--- config.mk ---
export PLATFORM = sky130hd
export DESIGN_NAME = cdb_arbiter_flat
export DESIGN_NICKNAME = d
export VERILOG_FILES = /design/src/rtl/cdb_arbiter_if.sv /design/src/rtl/cdb_arbiter.sv /design/src/flat_wrapper.sv
export SDC_FILE = /design/constraint.sdc
export NUM_CORES = 1
export LEC_CHECK = 0
export ABC_CLOCK_PERIOD_IN_PS = 5300
export CELL_PAD_IN_SITES_DETAIL_PLACEMENT = 1
export CELL_PAD_IN_SITES_GLOBAL_PLACEMENT = 1
export CORE_ASPECT_RATIO = 2
export CORE_UTILIZATION = 37
export CTS_BUF_LIST = sky130_fd_sc_hd__clkbuf_4 sky130_fd_sc_hd__clkbuf_8
export CTS_CLUSTER_SIZE = 20
export DETAILED_ROUTE_END_ITERATION = 10
export PLACE_DENSITY_LB_ADDON = 0.1
export SKIP_LAST_GASP = 1
export SLEW_MARGIN = 20
export SYNTH_ARGS = -nofsm -noshare
export SYNTH_HDL_FRONTEND = slang
export SYNTH_SLANG_ARGS = --single-unit
--- constraint.sdc ---
create_clock -name clk -period 5.3 [get_ports clk]
set_input_delay 1.06 -clock clk [delete_from_list [all_inputs] [get_ports clk]]
set_output_delay 1.06 -clock clk [all_outputs]
set_load 0.02 [all_outputs]
--- src/rtl/cdb_arbiter_if.sv ---
// Common data bus arbiter: writeback packet type and the producer/CDB
// interface bundle. The packet type lives in a package so that the
// interface, the arbiter and the bench all share one definition.
package cdb_arbiter_pkg;
  localparam int TAG_WIDTH  = 5;
  localparam int DATA_WIDTH = 32;

  typedef struct packed {
    logic                  is_valid;
    logic                  is_exception;
    logic [TAG_WIDTH-1:0]  dest_tag;
    logic [DATA_WIDTH-1:0] result;
  } writeback_packet_t;
endpackage

interface cdb_arbiter_if #(
  parameter int NUM_REQ = 4,
  parameter int NUM_CDB = 2
);
  import cdb_arbiter_pkg::*;

  logic              flush_i;
  writeback_packet_t req_pkt_i [NUM_REQ];
  logic [NUM_REQ-1:0] req_ready_o;
  writeback_packet_t cdb_o [NUM_CDB];
  logic [NUM_REQ-1:0] grant_o;

  // Producer / pipeline-control side.
  modport master (
    output flush_i,
    output req_pkt_i,
    input  req_ready_o,
    input  cdb_o,
    input  grant_o
  );

  // Arbiter side.
  modport slave (
    input  flush_i,
    input  req_pkt_i,
    output req_ready_o,
    output cdb_o,
    output grant_o
  );
endinterface

--- src/rtl/cdb_arbiter.sv ---
// Common data bus arbiter. Each result producer owns a one-entry holding
// register; every cycle a round-robin scan starting at rr_ptr grants up to
// NUM_CDB occupied registers onto the CDB slots, filling slot 0 upward.
// All outputs are decoded purely from flops, so the bus carries no
// combinational path from the producers' request inputs.
module cdb_arbiter
  import cdb_arbiter_pkg::*;
#(
  parameter int NUM_REQ = 4,
  parameter int NUM_CDB = 2
) (
  input  logic         clk,
  input  logic         rst_n,
  cdb_arbiter_if.slave bus
);

  localparam int PTR_W = (NUM_REQ > 1) ? $clog2(NUM_REQ) : 1;

  logic [NUM_REQ-1:0] hold_valid;
  writeback_packet_t  hold_pkt [NUM_REQ];
  logic [PTR_W-1:0]   rr_ptr;
  logic [PTR_W-1:0]   rr_ptr_next;

  logic [NUM_REQ-1:0] grant;
  logic [NUM_REQ-1:0] ready;
  logic [NUM_REQ-1:0] accept;
  writeback_packet_t  slot [NUM_CDB];

  // Scan temporaries for the arbitration loop.
  int               grant_cnt;
  logic [PTR_W-1:0] scan_idx;
  logic [PTR_W-1:0] last_idx;

  // Round-robin scan: the first NUM_CDB occupied registers from rr_ptr win,
  // and the k-th winner lands in slot k so the slots never have gaps.
  always_comb begin
    grant     = '0;
    grant_cnt = 0;
    scan_idx  = '0;
    last_idx  = '0;
    for (int s = 0; s < NUM_CDB; s++) begin
      slot[s] = '0;
    end
    for (int k = 0; k < NUM_REQ; k++) begin
      scan_idx = PTR_W'((int'(rr_ptr) + k) % NUM_REQ);
      if (hold_valid[scan_idx] && (grant_cnt < NUM_CDB)) begin
        grant[scan_idx] = 1'b1;
        last_idx        = scan_idx;
        for (int s = 0; s < NUM_CDB; s++) begin
          if (s == grant_cnt) begin
            slot[s]          = hold_pkt[scan_idx];
            slot[s].is_valid = 1'b1;
          end else begin
            slot[s] = slot[s];
          end
        end
        grant_cnt = grant_cnt + 1;
      end else begin
        grant_cnt = grant_cnt;
      end
    end
    if (grant_cnt > 0) begin
      rr_ptr_next = PTR_W'((int'(last_idx) + 1) % NUM_REQ);
    end else begin
      rr_ptr_next = rr_ptr;
    end
  end

  // A register frees up either when empty or when it is draining this cycle,
  // which lets a producer granted every cycle refill with no bubble.
  always_comb begin
    ready  = '0;
    accept = '0;
    for (int i = 0; i < NUM_REQ; i++) begin
      ready[i]  = ~hold_valid[i] | grant[i];
      accept[i] = bus.req_pkt_i[i].is_valid & ready[i];
    end
  end

  // Drive the interface outputs from the flop-derived decode.
  always_comb begin
    bus.req_ready_o = ready;
    bus.grant_o     = grant;
    for (int s = 0; s < NUM_CDB; s++) begin
      bus.cdb_o[s] = slot[s];
    end
  end

  // Holding registers and round-robin pointer. Flush beats accept but leaves
  // the pointer to advance on the grants that were still broadcast.
  always_ff @(posedge clk or negedge rst_n) begin
    if (!rst_n) begin
      rr_ptr     <= '0;
      hold_valid <= '0;
      for (int i = 0; i < NUM_REQ; i++) begin
        hold_pkt[i] <= '0;
      end
    end else begin
      rr_ptr <= rr_ptr_next;
      for (int i = 0; i < NUM_REQ; i++) begin
        if (bus.flush_i) begin
          hold_valid[i] <= 1'b0;
        end else if (accept[i]) begin
          hold_valid[i] <= 1'b1;
          hold_pkt[i]   <= bus.req_pkt_i[i];
        end else if (grant[i]) begin
          hold_valid[i] <= 1'b0;
        end else begin
          hold_valid[i] <= hold_valid[i];
        end
      end
    end
  end

endmodule

--- src/flat_wrapper.sv ---
// flat-port wrapper written by rule: the top's interface ports become plain ports
module cdb_arbiter_flat import cdb_arbiter_pkg::*;
#(
  parameter int NUM_REQ = 4,
  parameter int NUM_CDB = 2
)
  (clk, rst_n, bus_flush_i, bus_req_pkt_i, bus_req_ready_o, bus_cdb_o, bus_grant_o);
  cdb_arbiter_if #(.NUM_REQ(NUM_REQ), .NUM_CDB(NUM_CDB)) bus_i ();
  input  logic clk;
  input  logic rst_n;
  input wire logic [$bits(bus_i.flush_i)-1:0] bus_flush_i;
  input wire logic [$bits(bus_i.req_pkt_i)-1:0] bus_req_pkt_i;
  output wire logic [$bits(bus_i.req_ready_o)-1:0] bus_req_ready_o;
  output wire logic [$bits(bus_i.cdb_o)-1:0] bus_cdb_o;
  output wire logic [$bits(bus_i.grant_o)-1:0] bus_grant_o;
  assign bus_i.flush_i = bus_flush_i;
  assign bus_i.req_pkt_i = {>>{bus_req_pkt_i}};
  assign bus_req_ready_o = bus_i.req_ready_o;
  assign bus_cdb_o = {>>{bus_i.cdb_o}};
  assign bus_grant_o = bus_i.grant_o;
  cdb_arbiter #(.NUM_REQ(NUM_REQ), .NUM_CDB(NUM_CDB)) u_core (.clk(clk), .rst_n(rst_n), .bus(bus_i));
endmodule
## Yosys cells after proc, flatten, opt, wreduce, memory -nomap -nowiden

Index checks and enable logic that the tools add are counted.

| operators by class | value |
|---|---|
| eq/ne operators | 3 |
| magnitude comparators | 16 |
| reductions and logical operators | 18 |
| multiplexer cells | 62 |
| add/sub/neg operators | 7 |
| bitwise operators | 20 |

Operators by type and width:

| cell | count |
|---|---|
| 39-bit binary-select mux with 2-bit select | 4 |
| 78-bit 2-to-1 mux | 4 |
| 38-bit 2-to-1 mux | 8 |
| 39-bit 2-to-1 mux | 6 |
| 32-bit zero test | 3 |
| 32-bit 2-to-1 mux | 3 |
| 32-bit by 2-bit adder with 32-bit output (second input constant) | 2 |
| 2-bit by 32-bit == test with 1-bit output (first input constant) | 2 |
| 32-bit by 3-bit < comparator with 1-bit output (second input constant) | 2 |
| 32-bit by 1-bit greater-than comparator with 1-bit output (second input constant) | 1 |
| 1-bit 2-to-1 mux | 21 |
| 4-bit 2-to-1 mux | 4 |
| 3-bit greater-or-equal comparator (second input constant) | 4 |
| 2-bit by 3-bit < comparator with 1-bit output (second input constant) | 4 |
| 2-bit NOT with 3-bit output | 4 |
| 4-bit bitwise OR | 3 |
| 3-bit nonzero test | 4 |
| 1-bit binary-select mux with 2-bit select | 4 |
| 1-bit demux with 2-bit select | 4 |
| 2-bit by 1-bit greater-or-equal comparator with 1-bit output (second input constant) | 4 |
| 2-bit 2-to-1 mux | 4 |
| 2-bit AND reduction | 4 |
| 1-bit logical AND | 7 |
| 1-bit NOT | 5 |
| other kinds (7) | 15 |

| storage, ports and cells | value |
|---|---|
| bits of input ports | 159 |
| word-level logic and storage cells | 147 |
| flip-flop bits (word level) | 162 |

## Logic depth before layout (Yosys ltp)

Gate-level depths: netlist of the first run.

| logic depth | value |
|---|---|
| word-level depth | 16 |
| mapped depth | 21 |
| mapped depth without buffers | 15 |

## Worst setup path before layout of the first run

No wires, ideal clock.

| path | value |
|---|---|
| path type | flip-flop to output port |
| start | reg u_core.rr_ptr[0] |
| end | out bus_cdb_o[77] |
| required time | 4.240 ns |
| stages on the path, launching flop included | 21 |
| slack | -0.595 ns |
| arrival time | 4.835 ns |
| cell sequence | dfrtp_1 > buf_6 > clkbuf_1 > clkbuf_1 > inv_1 > ha_1 > buf_2 > inv_1 > mux2_4 > inv_2 > ha_1 > nand2b_1 > o2bb2ai_1 > buf_2 > fa_1 > inv_1 > ha_1 > nand3_1 > buf_1 > clkbuf_1 > nand3_1 |

| on the way | value |
|---|---|
| longest elaborated chain between the ends | 12 |
| elaborated cells between the ends (all ways) | 32 |

Ends and longest elaborated chain:

| what | RTL line | RTL |
|---|---|---|
| from (decl) | cdb_arbiter.sv:21 | `logic [PTR_W-1:0] rr_ptr;` |
| from (signal assigned) | cdb_arbiter.sv:99 | `rr_ptr <= rr_ptr_next;` |
| 1-bit binary-select mux with 2-bit select | cdb_arbiter.sv:46 | `if (hold_valid[scan_idx] && (grant_cnt < NUM_CDB)) begin` |
| 1-bit 2-to-1 mux (implied by the code) | cdb_arbiter.sv:46 |  |
| 1-bit 2-to-1 mux | cdb_arbiter.sv:46 |  |
| 1-bit by 2-bit < comparator with 1-bit output | cdb_arbiter.sv:46 |  |
| 1-bit logical AND | cdb_arbiter.sv:46 |  |
| 32-bit 2-to-1 mux | cdb_arbiter.sv:46 |  |
| 32-bit by 3-bit < comparator with 1-bit output | cdb_arbiter.sv:46 |  |
| 1-bit logical AND | cdb_arbiter.sv:46 |  |
| 32-bit 2-to-1 mux | cdb_arbiter.sv:46 |  |
| 32-bit by 3-bit < comparator with 1-bit output / 32-bit zero test (equally long branches) | cdb_arbiter.sv:46, cdb_arbiter.sv:50 |  |
| 1-bit logical AND / 39-bit 2-to-1 mux (equally long branches) | cdb_arbiter.sv:46, cdb_arbiter.sv:50 |  |
| 78-bit 2-to-1 mux * | cdb_arbiter.sv:46 |  |
| to (decl) | flat_wrapper.sv:14 | `output wire logic [$bits(bus_i.cdb_o)-1:0] bus_cdb_o;` |

Every way passes the cells marked *; elsewhere a longest branch is shown, timed or not. The select of a mux whose other input is x is not followed.

## Worst setup path in the final report of the first run

| path | value |
|---|---|
| start | reg u_core.rr_ptr[1] |
| end | out bus_cdb_o[39] |

Same word-level chain as after synthesis.

==> results of run 1 <==
synth_stat cells, drive strengths merged, types with 2 or more instances:
master	n
mux2	213
inv	14
a22oi	40
dfrtp	158
a21oi	121
o221ai	19
nor2	138
nor3b	4
a222oi	2
clkbuf	49
ha	13
and2	2
nand2	67
nand3	8
mux4	38
nand2b	20
nor3	2
nand3b	2
buf	50
o21ai	60
a211oi	2
mux2i	101
o211ai	3
a31oi	19
o2bb2ai	2
state kept, by name, indices dropped and copies added, names as in the netlist:
| signal | count |
|---|---|
| u_core.hold_pkt | 152 |
| u_core.hold_valid | 4 |
| u_core.rr_ptr | 2 |
timing repair:
| item | in CTS | in global routing |
|---|---|---|
| cloned | 2 | 0 |
| setup buffers | 7 | 2 |
| gates resized for setup | 112 | 10 |
| endpoints found under the setup margin | 78 | 78 |
| pin swaps | 1 | 1 |
how the worst max path moves through the flow:
stage | from | to | slack [ns]
floorplan | u_core.rr_ptr[0]$_DFFE_PN0N_ | bus_cdb_o[52] | -0.05
global placement | u_core.rr_ptr[0]$_DFFE_PN0N_ | bus_cdb_o[25] | 0.30
detailed placement | u_core.rr_ptr[0]$_DFFE_PN0N_ | bus_cdb_o[2] | 0.23
CTS | u_core.rr_ptr[1]$_DFFE_PN0N_ | bus_cdb_o[39] | -0.13
global route | u_core.rr_ptr[1]$_DFFE_PN0N_ | bus_cdb_o[39] | -0.25
finish | u_core.rr_ptr[1]$_DFFE_PN0N_ | bus_cdb_o[39] | -0.04
layout by cell type, fill, tap and decap left out, types with 16 or more instances in the layout:
master,synthesis,routed
o221ai_1,19,19
dfrtp_1,158,156
dlygate4sd2_1,0,49
clkbuf_8,0,20
mux2i_1,99,99
a21oi_4,0,22
mux2_4,23,23
mux2_2,181,181
a21oi_2,0,16
nand2_1,67,66
mux4_2,38,38
a21oi_1,121,83
nand2b_1,20,20
nor2_1,138,125
o21ai_0,60,60
a22oi_1,40,40
clkdlybuf4s50_1,0,177
buf_4,3,44
layer usage:
metal	vias up	wire, um
li1	4694	-
met1	5363	15700
met5	-	0
met3	108	1660
met2	308	23100
met4	0	1840
logic make-up after synthesis:
kind of cell | after synthesis | synth area share [%]
buf+inv | 113 | 4.41
xor+xnor | 1 | 0.0751
fa+ha+maj | 14 | 1.57
simple gates | 247 | 8.85
flops | 158 | 33.9
compound gates | 273 | 13.8
mux | 352 | 37.4
final cells by class:
type	count	area share, %
inverters	14	0.336
diodes	5	0.0800
multi-input cells	887	49.7
flip-flops and latches	158	25.3
well taps	418	3.34
clock inverters	10	0.512
clock buffers	22	1.86
repair buffers	298	18.8
through the flow:
step	util, %	hold slack, ns	setup TNS (ns)	instance area, um^2
6_report	50.5	0.517	-0.194	15600
5_1_grt	50.5	0.552	-2.81	15600
4_1_cts	50.3	0.518	-1.45	15600
3_5_place_dp	48.8	0.498	0	15100
3_3_place_gp	48.8	0.487	0	15100
2_1_floorplan	-	0.474	-0.151	12200
==> results.sh, run 1 <==
export IMPL_outcome="finished with violations"
export IMPL_yosys_warnings=0
export IMPL_drtIter0Drc=410
export IMPL_path_class="reg2out"
export IMPL_cp_required_ns=4.24
export IMPL_rsz0062_at_grt="yes"
export IMPL_fillers=3442
export IMPL_io_pins=245
export IMPL_dp_cells=1764
export IMPL_crit_family="adder cells"
export IMPL_maxSlewViolCount=0
export IMPL_yosys_register_bits=158
export IMPL_finalHoldViolCount=0
export IMPL_multiInputGateArea_um2=7780
export IMPL_fp_row_count=91
export IMPL_crit_path_top_delay_cell="clkdlybuf4s50_1"
export IMPL_avgSynthCellArea_um2=10.1
export IMPL_rrSetupSlack_ns=1.28
export IMPL_r2r_end="u_core.hold_pkt[76]$_DFFE_PN0P_"
export IMPL_cts_hold_buffers_added=0
export IMPL_syn_inst=1158
export IMPL_fin_ws_ns=-0.0374
export IMPL_grt_first_pass_wirelength_mm=65.7
export IMPL_die_y_um=253
export IMPL_synth_area_um2=11700
export IMPL_violations="negative setup slack"
export IMPL_chipWidth_um=128
export IMPL_via_count=10500
export IMPL_worstPathMaxFanout=33
export IMPL_crit_top_cell="inv_1"
export IMPL_yosysTopAreaCellShare_pct=33.9
export IMPL_finalCriticalPeriod_ns=5.34
export IMPL_antenna_found_initial=5
export IMPL_synth_nets=1331
export IMPL_start_util_pct=37.7
export IMPL_via_per_inst=5.78
export IMPL_use_met1_pct=28.9
export IMPL_crit_chain="inv_1 > ha_4 > clkinv_1 > mux2_4 > inv_2 > ha_2 > nand2b_1 > o2bb2ai_2 > fa_2 > inv_1 > ha_1 > nand3_4 > buf_12 > nor2_1 > a21oi_4 > clkdlybuf4s50_1"
export IMPL_drtPass1Iterations=4
export IMPL_cts_tree="built"
export IMPL_area_growth_pct=34.0
export IMPL_synth_edf_count=0
export IMPL_grt_start_max_net_pins=87
export IMPL_portBuffers=244
export IMPL_hold_depth=1
export IMPL_drc=0
export IMPL_grt_pass1_vias=11400
export IMPL_maxCapViolCount=0
export IMPL_worstMarginPinSlew_ns=1.19
export IMPL_synthFlopType="dfrtp_1"
export IMPL_use_met3_pct=4.46
export IMPL_track_usage_pct=27.1
export IMPL_dp_worst_setup_slack_ns=0.231
export IMPL_cpPeakStageDelay_ns=0.62
export IMPL_fmax_mhz=187
export IMPL_start_kind="register"
export IMPL_path_depth=16
export IMPL_die_area_um2=32300
export IMPL_yosysTopAreaCell="dfrtp_1"
export IMPL_cts_sinks=158
export IMPL_clk_latency_ns=0.51
export IMPL_drive_gt1_share_pct=30.7
export IMPL_crit_buf_inv=6
export IMPL_endpoint_kind="primary output"
export IMPL_layout_cells_non_filler=1812
export IMPL_synth_area_leaders="dfrtp_1 34%, mux2_2 17%, mux2i_1 8.5%"
export IMPL_routed_wirelength_mm=42.3
export IMPL_worst_r2r_cell_count=15
export IMPL_period_share_pct=101
export IMPL_slew_headroom_pct=20.5
export IMPL_regArea_um2=3960
export IMPL_numCtsBuffers=17
export IMPL_ys_seq_area_share_pct=33.9
export IMPL_gp_congestion=0.835
export IMPL_cts_root_buf="clkbuf_8"
export IMPL_postRouteAntennaNets=0
export IMPL_hp_start="u_core.hold_pkt[134]$_DFFE_PN0P_"
export IMPL_r2r_start="u_core.rr_ptr[1]$_DFFE_PN0N_"
export IMPL_clockBufferDepth=2
export IMPL_dp_hpwl_mm=29.0
export IMPL_fin_skew_ns=0.0185
export IMPL_async_reset_ff_share_pct=100
export IMPL_finalSetupViolCount=12
export IMPL_critPathArrivalTime_ns=4.28
export IMPL_hold_path_end="u_core.hold_pkt[134]$_DFFE_PN0P_"
export IMPL_fin_nets=1549
export IMPL_wl_per_cell_um=23.3
export IMPL_grtUsageMet2_pct=50.5
export IMPL_grt_overflow_total=0
export IMPL_clkTransAtPathRegs_ns=0.09
export IMPL_top_usage_layer="met2"
export IMPL_core_um2=31000
export IMPL_synth_cell_types=44
export IMPL_hp_class="reg2reg"
export IMPL_htreeDepth=4
Power of run 1 is left out: the tool's default activity adds up to more than one toggle a clock period on the data nets, which glitch-free logic cannot reach.
==> inputs of run 2 (changes only) <==
--- a/config.mk
+++ b/config.mk
@@ -11,6 +11,7 @@
 export CORE_ASPECT_RATIO = 2
 export CORE_UTILIZATION = 37
 export CTS_BUF_LIST = sky130_fd_sc_hd__clkbuf_4 sky130_fd_sc_hd__clkbuf_8
+export CTS_CLUSTER_DIAMETER = 150
 export CTS_CLUSTER_SIZE = 20
 export DETAILED_ROUTE_END_ITERATION = 10
 export PLACE_DENSITY_LB_ADDON = 0.1
==> results of run 2 <==
No change in the layout: final DEF, timing and power equal those of run 1.
Power of run 2 is left out for the same reason.
==> inputs of run 3 (changes only) <==
--- a/config.mk
+++ b/config.mk
@@ -8,15 +8,13 @@
 export ABC_CLOCK_PERIOD_IN_PS = 5300
 export CELL_PAD_IN_SITES_DETAIL_PLACEMENT = 1
 export CELL_PAD_IN_SITES_GLOBAL_PLACEMENT = 1
-export CORE_ASPECT_RATIO = 2
+export CORE_ASPECT_RATIO = 0.8
 export CORE_UTILIZATION = 37
 export CTS_BUF_LIST = sky130_fd_sc_hd__clkbuf_4 sky130_fd_sc_hd__clkbuf_8
 export CTS_CLUSTER_DIAMETER = 150
 export CTS_CLUSTER_SIZE = 20
 export DETAILED_ROUTE_END_ITERATION = 10
 export PLACE_DENSITY_LB_ADDON = 0.1
-export SKIP_LAST_GASP = 1
-export SLEW_MARGIN = 20
 export SYNTH_ARGS = -nofsm -noshare
 export SYNTH_HDL_FRONTEND = slang
 export SYNTH_SLANG_ARGS = --single-unit
==> results.sh, run 3 (same netlist as run 1, synthesis figures left out) <==
export IMPL_fillers=3375
export IMPL_r2r_start="u_core.rr_ptr[1]$_DFFE_PN0N_"
export IMPL_die_y_um=161
export IMPL_rsz0062_at_grt="yes"
export IMPL_worstPathMaxFanout=25
export IMPL_via_count=10200
export IMPL_clockBufferDepth=2
export IMPL_core_um2=30700
export IMPL_clk_latency_ns=0.50
export IMPL_hold_path_end="u_core.hold_pkt[134]$_DFFE_PN0P_"
export IMPL_cts_sinks=158
export IMPL_chipWidth_um=201
export IMPL_hp_class="reg2reg"
export IMPL_start_kind="register"
export IMPL_r2r_end="u_core.hold_pkt[75]$_DFFE_PN0P_"
export IMPL_slew_headroom_pct=22.4
export IMPL_clkTransAtPathRegs_ns=0.09
export IMPL_drc=0
export IMPL_portBuffers=244
export IMPL_endpoint_kind="primary output"
export IMPL_htreeDepth=4
export IMPL_via_per_inst=5.71
export IMPL_gp_congestion=0.844
export IMPL_hold_depth=1
export IMPL_finalSetupViolCount=0
export IMPL_numCtsBuffers=17
export IMPL_grt_overflow_total=0
export IMPL_rrSetupSlack_ns=1.17
export IMPL_largest_reg_flops=152
export IMPL_fp_row_count=57
export IMPL_die_area_um2=32200
export IMPL_area_growth_pct=33.2
export IMPL_final_cell_mix="181 x mux2_2, 164 x clkdlybuf4s50_1, 156 x dfrtp_1"
export IMPL_postRouteAntennaNets=0
export IMPL_track_usage_pct=26.3
export IMPL_worst_r2r_cell_count=15
export IMPL_worstMarginPinSlew_ns=1.16
export IMPL_drive_gt1_share_pct=32.2
export IMPL_fmax_mhz=193
export IMPL_grt_first_pass_wirelength_mm=64.9
export IMPL_fin_skew_ns=0.0191
export IMPL_wl_per_cell_um=23.3
export IMPL_cp_required_ns=4.24
export IMPL_routed_wirelength_mm=41.7
export IMPL_maxSlewViolCount=0
export IMPL_drtPass1Iterations=4
export IMPL_cts_tree="built"
export IMPL_drtIter0Drc=420
export IMPL_antenna_found_initial=3
export IMPL_grt_pass1_vias=10800
export IMPL_utilization_pct=50.7
export IMPL_critPathArrivalTime_ns=4.13
export IMPL_hp_start="u_core.hold_pkt[134]$_DFFE_PN0P_"
export IMPL_finalCriticalPeriod_ns=5.19
export IMPL_regMostFlops="u_core.hold_pkt"
export IMPL_outcome="finished clean"
export IMPL_grt_start_max_net_pins=106
export IMPL_maxCapViolCount=0
export IMPL_fin_nets=1537
export IMPL_start_util_pct=38.0
export IMPL_top_regs="u_core.hold_pkt (152), u_core.hold_valid (4), u_core.rr_ptr (2)"
export IMPL_path_class="reg2out"
export IMPL_period_share_pct=98.0
export IMPL_cts_root_buf="clkbuf_8"
export IMPL_final_common_cell="mux2_2"
export IMPL_finalHoldViolCount=0
export IMPL_dp_hpwl_mm=26.7
export IMPL_io_pins=245
==> run 3: cell types whose count changed in the layout (fill, tap and decap cells not counted), sizes merged <==
cell	delta
clkdlybuf4s50	-13
clkbuf	+33
bufbuf	-2
dlymetal6s2s	+2
clkdlybuf4s15	+4
clkinvlp	-2
buf	-15
diode	-4
clkinv	+2
dlygate4sd2	-23
bufinv	+2
==> run 3: area by class of cell <==
| class | instances | area, um^2 | area share [%] |
|---|---|---|---|
| Multi-Input combinational cell | 887 | 7820 | 50.3 |
| Sequential cell | 158 | 3960 | 25.5 |
| Timing Repair Buffer | 286 | 2780 | 17.9 |
| Tap cell | 413 | 517 | 3.33 |
| Clock buffer | 20 | 269 | 1.73 |
| Clock inverter | 12 | 135 | 0.870 |
| Inverter | 14 | 52.6 | 0.338 |
| Antenna cell | 1 | 2.50 | 0.0161 |
==> run 3: worst max path at each step <==
stage | start | endpoint | slack [ns]
detailed placement | u_core.rr_ptr[0]$_DFFE_PN0N_ | bus_cdb_o[21] | 0.19
global placement | u_core.rr_ptr[0]$_DFFE_PN0N_ | bus_cdb_o[21] | 0.27
finish | u_core.rr_ptr[1]$_DFFE_PN0N_ | bus_cdb_o[1] | 0.11
floorplan | u_core.rr_ptr[0]$_DFFE_PN0N_ | bus_cdb_o[52] | -0.05
global route | u_core.rr_ptr[0]$_DFFE_PN0N_ | bus_cdb_o[10] | -0.06
CTS | u_core.rr_ptr[0]$_DFFE_PN0N_ | bus_cdb_o[62] | -0.001
==> run 3: repair_timing <==
action | 4_1_cts | 5_1_grt
pin swaps | 2 | 2
gates cloned | 2 | 2
setup endpoints to repair | 82 | 47
resized for setup | 109 | 100
setup buffers | 4 | 2
hold buffers | 0 | 0
==> run 3: worst max-delay path, stage by stage (launching register included) <==
cell,delay (ns)
dfrtp_4,0.51
inv_1,0.12
ha_4,0.21
inv_2,0.06
mux2_4,0.31
inv_2,0.07
ha_2,0.21
nor2_1,0.08
o2bb2ai_2,0.21
fa_2,0.55
buf_4,0.11
ha_1,0.18
nand3_4,0.18
buf_12,0.25
nor2_1,0.22
a21oi_4,0.04
dlygate4sd2_1,0.33
==> run 3: per-layer routing <==
metal	global-route usage, %	up-vias	share of wire (%)
met1	35.5	5251	47
met2	42.5	246	47
li1	-	4679	-
met4	6.25	4	1.4
met3	6.01	40	4.9
met5	0	-	0.074
==> run 3: through the flow <==
step | std cells | cell area, um^2 | TNS (ns) | setup WS (ns) | hold WS (ns)
floorplan | 1158 | 12200 | -0.151 | -0.0490 | 0.474
global placement | 1749 | 15000 | 0 | 0.268 | 0.488
detailed placement | 1749 | 15000 | 0 | 0.192 | 0.495
CTS | 1787 | 15600 | -0.000959 | -0.000959 | 0.517
global route | 1790 | 15500 | -0.499 | -0.0558 | 0.549
finish | 1791 | 15500 | 0 | 0.107 | 0.510
Power of run 3 is left out for the same reason.
